### config.mk
export PLATFORM = sky130hd
export DESIGN_NAME = demux1_4_stream_flat
export DESIGN_NICKNAME = d
export VERILOG_FILES = /design/src/rtl/demux1_4_stream_if.sv /design/src/rtl/demux1_4_stream.sv /design/src/flat_wrapper.sv
export SDC_FILE = /design/constraint.sdc
export NUM_CORES = 1
export LEC_CHECK = 0
export BUFFER_PORTS_ARGS = -buffer_cell sky130_fd_sc_hd__buf_2
export CORE_MARGIN = 5
export CORE_UTILIZATION = 52
export DETAILED_ROUTE_END_ITERATION = 8
export PLACE_DENSITY = 0.82
export SLEW_MARGIN = 20
export SYNTH_ARGS = -nofsm -noshare
export SYNTH_HDL_FRONTEND = slang
export SYNTH_SLANG_ARGS = --single-unit
### constraint.sdc
create_clock -name clk -period 3.95 [get_ports clk]
set_clock_uncertainty 0.1 [all_clocks]
set_input_delay 1.185 -clock clk [delete_from_list [all_inputs] [get_ports clk]]
set_output_delay 1.185 -clock clk [all_outputs]
set_load 0.02 [all_outputs]
### src/rtl/demux1_4_stream_if.sv
// Stream bundle for the 1-to-4 demux: producer side, four consumer lanes, per-lane counters.
// Latency: none (signal bundle only).
// Backpressure: in_ready/out_ready carry valid-ready flow control in each direction.
interface demux1_4_stream_if #(
   parameter int WIDTH   = 16,
   parameter int COUNT_W = 8
);
   logic [WIDTH-1:0]     in_data;
   logic [1:0]           in_sel;
   logic                 in_valid;
   logic                 in_ready;
   logic                 rr_mode;
   logic [4*WIDTH-1:0]   out_data;
   logic [3:0]           out_valid;
   logic [3:0]           out_ready;
   logic [4*COUNT_W-1:0] xfer_cnt;

   // Producer/consumer environment side.
   modport master (
      output in_data, in_sel, in_valid, rr_mode, out_ready,
      input  in_ready, out_data, out_valid, xfer_cnt
   );

   // Demux side.
   modport slave (
      input  in_data, in_sel, in_valid, rr_mode, out_ready,
      output in_ready, out_data, out_valid, xfer_cnt
   );
endinterface

### src/rtl/demux1_4_stream.sv
// 1-to-4 stream demux: routes each accepted word to one of four one-entry lane registers and counts pops per lane.
// Latency: exactly one cycle from accept to out_valid on the destination lane.
// Backpressure: in_ready drops while the destination lane is full and not popping; later words never bypass a stalled one.
module demux1_4_stream #(
   parameter int WIDTH   = 16,
   parameter int COUNT_W = 8
) (
   input  logic             clk,
   input  logic             rst_n,
   demux1_4_stream_if.slave s
);

   logic [WIDTH-1:0]     data_q [4];
   logic [3:0]           valid_q;
   logic [COUNT_W-1:0]   cnt_q  [4];
   logic [1:0]           rr_ptr;

   logic [1:0]           dest;
   logic [3:0]           free;
   logic [3:0]           pop;
   logic                 ready_c;
   logic                 accept;
   logic [4*WIDTH-1:0]   data_flat;
   logic [4*COUNT_W-1:0] cnt_flat;

   // Destination select and handshake; a lane popping this cycle can be refilled in the same edge.
   always_comb begin
      pop     = valid_q & s.out_ready;
      free    = ~valid_q | s.out_ready;
      dest    = s.rr_mode ? rr_ptr : s.in_sel;
      ready_c = rst_n && free[dest];
      accept  = s.in_valid && ready_c;
   end

   // Lane registers, delivery counters and round-robin pointer; reset discards pending words.
   always_ff @(posedge clk) begin
      if (!rst_n) begin
         valid_q <= '0;
         rr_ptr  <= '0;
         for (int i = 0; i < 4; i++) begin
            data_q[i] <= '0;
            cnt_q[i]  <= '0;
         end
      end else begin
         for (int i = 0; i < 4; i++) begin
            if (accept && dest == 2'(i)) begin
               valid_q[i] <= 1'b1;
               data_q[i]  <= s.in_data;
            end else if (pop[i]) begin
               valid_q[i] <= 1'b0;
            end
            if (pop[i]) begin
               cnt_q[i] <= cnt_q[i] + COUNT_W'(1);
            end
         end
         if (accept && s.rr_mode) begin
            rr_ptr <= rr_ptr + 2'd1;
         end
      end
   end

   // Flatten lane storage onto the packed output buses.
   always_comb begin
      data_flat = '0;
      cnt_flat  = '0;
      for (int i = 0; i < 4; i++) begin
         data_flat[i*WIDTH +: WIDTH]     = data_q[i];
         cnt_flat[i*COUNT_W +: COUNT_W]  = cnt_q[i];
      end
   end

   assign s.in_ready  = ready_c;
   assign s.out_valid = valid_q;
   assign s.out_data  = data_flat;
   assign s.xfer_cnt  = cnt_flat;

endmodule

### src/flat_wrapper.sv
// flat-port wrapper written by rule: the top's interface ports become plain ports
module demux1_4_stream_flat 
#(
   parameter int WIDTH   = 16,
   parameter int COUNT_W = 8
)
  (clk, rst_n, s_in_data, s_in_sel, s_in_valid, s_rr_mode, s_out_ready, s_in_ready, s_out_data, s_out_valid, s_xfer_cnt);
  demux1_4_stream_if #(.WIDTH(WIDTH), .COUNT_W(COUNT_W)) s_i ();
  input  logic clk;
  input  logic rst_n;
  input wire logic [$bits(s_i.in_data)-1:0] s_in_data;
  input wire logic [$bits(s_i.in_sel)-1:0] s_in_sel;
  input wire logic [$bits(s_i.in_valid)-1:0] s_in_valid;
  input wire logic [$bits(s_i.rr_mode)-1:0] s_rr_mode;
  input wire logic [$bits(s_i.out_ready)-1:0] s_out_ready;
  output wire logic [$bits(s_i.in_ready)-1:0] s_in_ready;
  output wire logic [$bits(s_i.out_data)-1:0] s_out_data;
  output wire logic [$bits(s_i.out_valid)-1:0] s_out_valid;
  output wire logic [$bits(s_i.xfer_cnt)-1:0] s_xfer_cnt;
  assign s_i.in_data = s_in_data;
  assign s_i.in_sel = s_in_sel;
  assign s_i.in_valid = s_in_valid;
  assign s_i.rr_mode = s_rr_mode;
  assign s_i.out_ready = s_out_ready;
  assign s_in_ready = s_i.in_ready;
  assign s_out_data = s_i.out_data;
  assign s_out_valid = s_i.out_valid;
  assign s_xfer_cnt = s_i.xfer_cnt;
  demux1_4_stream #(.WIDTH(WIDTH), .COUNT_W(COUNT_W)) u_core (.clk(clk), .rst_n(rst_n), .s(s_i));
endmodule
==> results.md <==
* Post-CTS setup buffer count at 0
* Post-synthesis cell area at about 4500 sq um
* Wire per inst at 17.7 um
* Unique masters post-synth at 37
* Final setup fails at 0
* DP Worst Slack at 0.376 ns
* WP data required at ~2.7 ns
* Power, Total at 0.00217 W
* Worst Path Arrival at 2.29 ns
* Pwr dens at 401 nW/um^2
* Worst min path class: reg2reg
* WL final at 10.5 mm
* Worst skew pair latency at roughly 0.36 ns
* Nets at 508
* Unrepaired setup endpoints after global routing: false
* Layout cells sized above 1 at 34.0%
* Grt ovf at 0
* Final hold violations at 0
* GRT Total Usage at 20.3%
* Core area at approximately 8600 sq um
* DR vias at 3139
* Most frequent cells in the layout: buf_2, edfxtp_1, nor2_1
* CP Launch Type: primary input
* Synthesized area per cell at 12.8 sq um
* CTS root buf: clkbuf_8
* # DRC at 0
* Starting DRC count in detailed routing at 187
* Initial antenna violation count at 0
* TritonCTS Buffers at 9
* Outcome: completed
* DR pass1 iterations at 4
* Fmax at 0.280 GHz
* Die Y at 103 um
* Post-CTS Hold Fix Bufs at 0
* Worst vdd ir at between 0.0002 and 0.0003 V
* Post-DRT Antenna Nets at 0
* FF+latch count, synth at 102
* Reg clk slew, reported paths at roughly 0.08 ns
* Max-cap violations at 0
* Total Die Area at 10600 sq um
* Port Buffers at 126
* CTS tree: yes
* Starting density of the core at 52.4%
* # IOs at 127
* Leak at around 2.1 nW
* Die X at between 100 and 150 um
* Largest net degree at the start of global routing at 33
* Clock buffer depth at 2
* Post-DP HPWL at 7.71 mm
* Placed standard-cell area at roughly 5200 sq um
* Sequential share of the synthesized area at ~67%
* Number of synthesized flops with an enable pin at 96
* Top_reg_cell synth: edfxtp_1
* CTS H-tree depth at 3
* TNS Setup at 0 ns
* Routability congestion estimate at between 0.8 and 0.9
* Slew Limit Fails at 0
* Warnings, synthesis at 0
* Mapped Nets at 381
* Wire length of the first global-routing pass at 16.1 mm
* Post_cts resized at 0
* Synthesis-to-layout area growth at 20.0%
* Post-layout worst setup margin at 0.373 ns
* Fin area at 5400 sq um
* Via-to-Cell Ratio at between 5 and 6
* Final period util at between 90% and 100%
* Synth Instances at 351
* Worst-margin pin slew at 0.705 ns
* Core Rows at 34
* Number of global-route vias before repair at 3046
* Slew headroom at around 53%
* Clock sink total at just over 100
* Worst-path maximum fanout at 8
* CP Class: in2out
* Most common cell after layout, fill and taps aside: buf_2
* Post-layout min period at 3.58 ns
* Post-synthesis async set-or-reset flop share at 0%
* Worst Setup End Kind: output port
cell families (layout without fill, tap and decap cells):
kind of cell             Yosys count  in the layout  share of synthesized area [%]
multiplexers                       1              1                          0.222
AO/OA/AOI/OAI                     21             21                           3.75
other                              0              1                              0
AND/OR/NAND/NOR                  177            177                           21.2
flip-flops                       102            102                           66.7
XOR/XNOR                          21             21                           4.09
adder cells (fa/ha/maj)            4              4                           1.11
buffers and inverters             25            156                           2.86
path summary, 6_finish.rpt:
| check | startpoint | endpoint | slack (ns) | depth (start not counted) |
|---|---|---|---|---|
| setup reg to reg | u_core.rr_ptr[1] | u_core.data_q[0][11] | 1.81 | 5 |
| setup / recovery | s_rr_mode | s_in_ready | 0.37 | 6 |
| hold reg to reg | u_core.rr_ptr[0] | u_core.rr_ptr[0] | 0.51 | 2 |
| hold / removal | u_core.rr_ptr[0] | u_core.rr_ptr[0] | 0.51 | 2 |
Yosys cell counts (4+ instances only):
cell type	number	area share (%)
nor3_1	20	2.2
nor4b_2	13	4.3
a21oi_1	5	0.56
nand3_1	16	1.8
dfxtp_1	6	2.7
nor2b_1	6	0.83
o21ai_0	6	0.67
inv_1	8	0.67
nor2_1	62	5.2
clkbuf_1	8	0.67
edfxtp_1	96	64
or3_1	4	0.56
and3_1	5	0.70
xor2_1	10	1.9
xnor2_1	11	2.1
nand2_1	36	3.0
buf_2	4	0.44
ha_1	4	1.1
per-stage QoR:
step           instances  utilization, %  hold WS (ns)
3_3_place_gp         575            60.7         0.475
3_5_place_dp         575            60.7         0.498
2_1_floorplan        351               -         0.477
4_1_cts              590            62.8         0.511
5_1_grt              590            62.8         0.546
6_report             591            62.8         0.512
metal layers:
layer  part of all wire (%)  up-vias  wire (um)  GRT usage (%)
li1                       -     1516          -              -
met1                     40     1507       4220           25.5
met2                     48      104       5020           32.4
met3                     11       12       1110           8.12
met4                    1.3        0        137           6.37
met5                      0        -          0              0
sequential cells by signal, indices dropped and copies added, names as in the netlist:
register and cells:
u_core.cnt_q 32, u_core.s.out_valid 4, u_core.data_q 64, u_core.rr_ptr 2
where the power goes:
group / total, W / switching, W / internal [W]
Clock: 0.000620 / 0.000335 / 0.000286
Sequential: 0.00127 / 0.0000304 / 0.00124
Combinational: 0.000274 / 0.000190 / 0.0000849
final cells by class:
cell class	count	area, sq um
well taps	108	135
multi-input cells	224	1370
fillers	671	3190
repair buffers	133	683
clock inverters	5	51.3
clock buffers	10	128
inverters	8	30.0
flip-flops and latches	102	3000
diodes	1	2.50
worst max-delay path: stages:
cell and delay [ns]:
buf_2 0.16, nor3b_1 0.16, o21ai_1 0.28, o2111ai_4 0.17, nor2_1 0.14, buf_2 0.20
No activity file was read; power rests on OpenSTA's default activity.
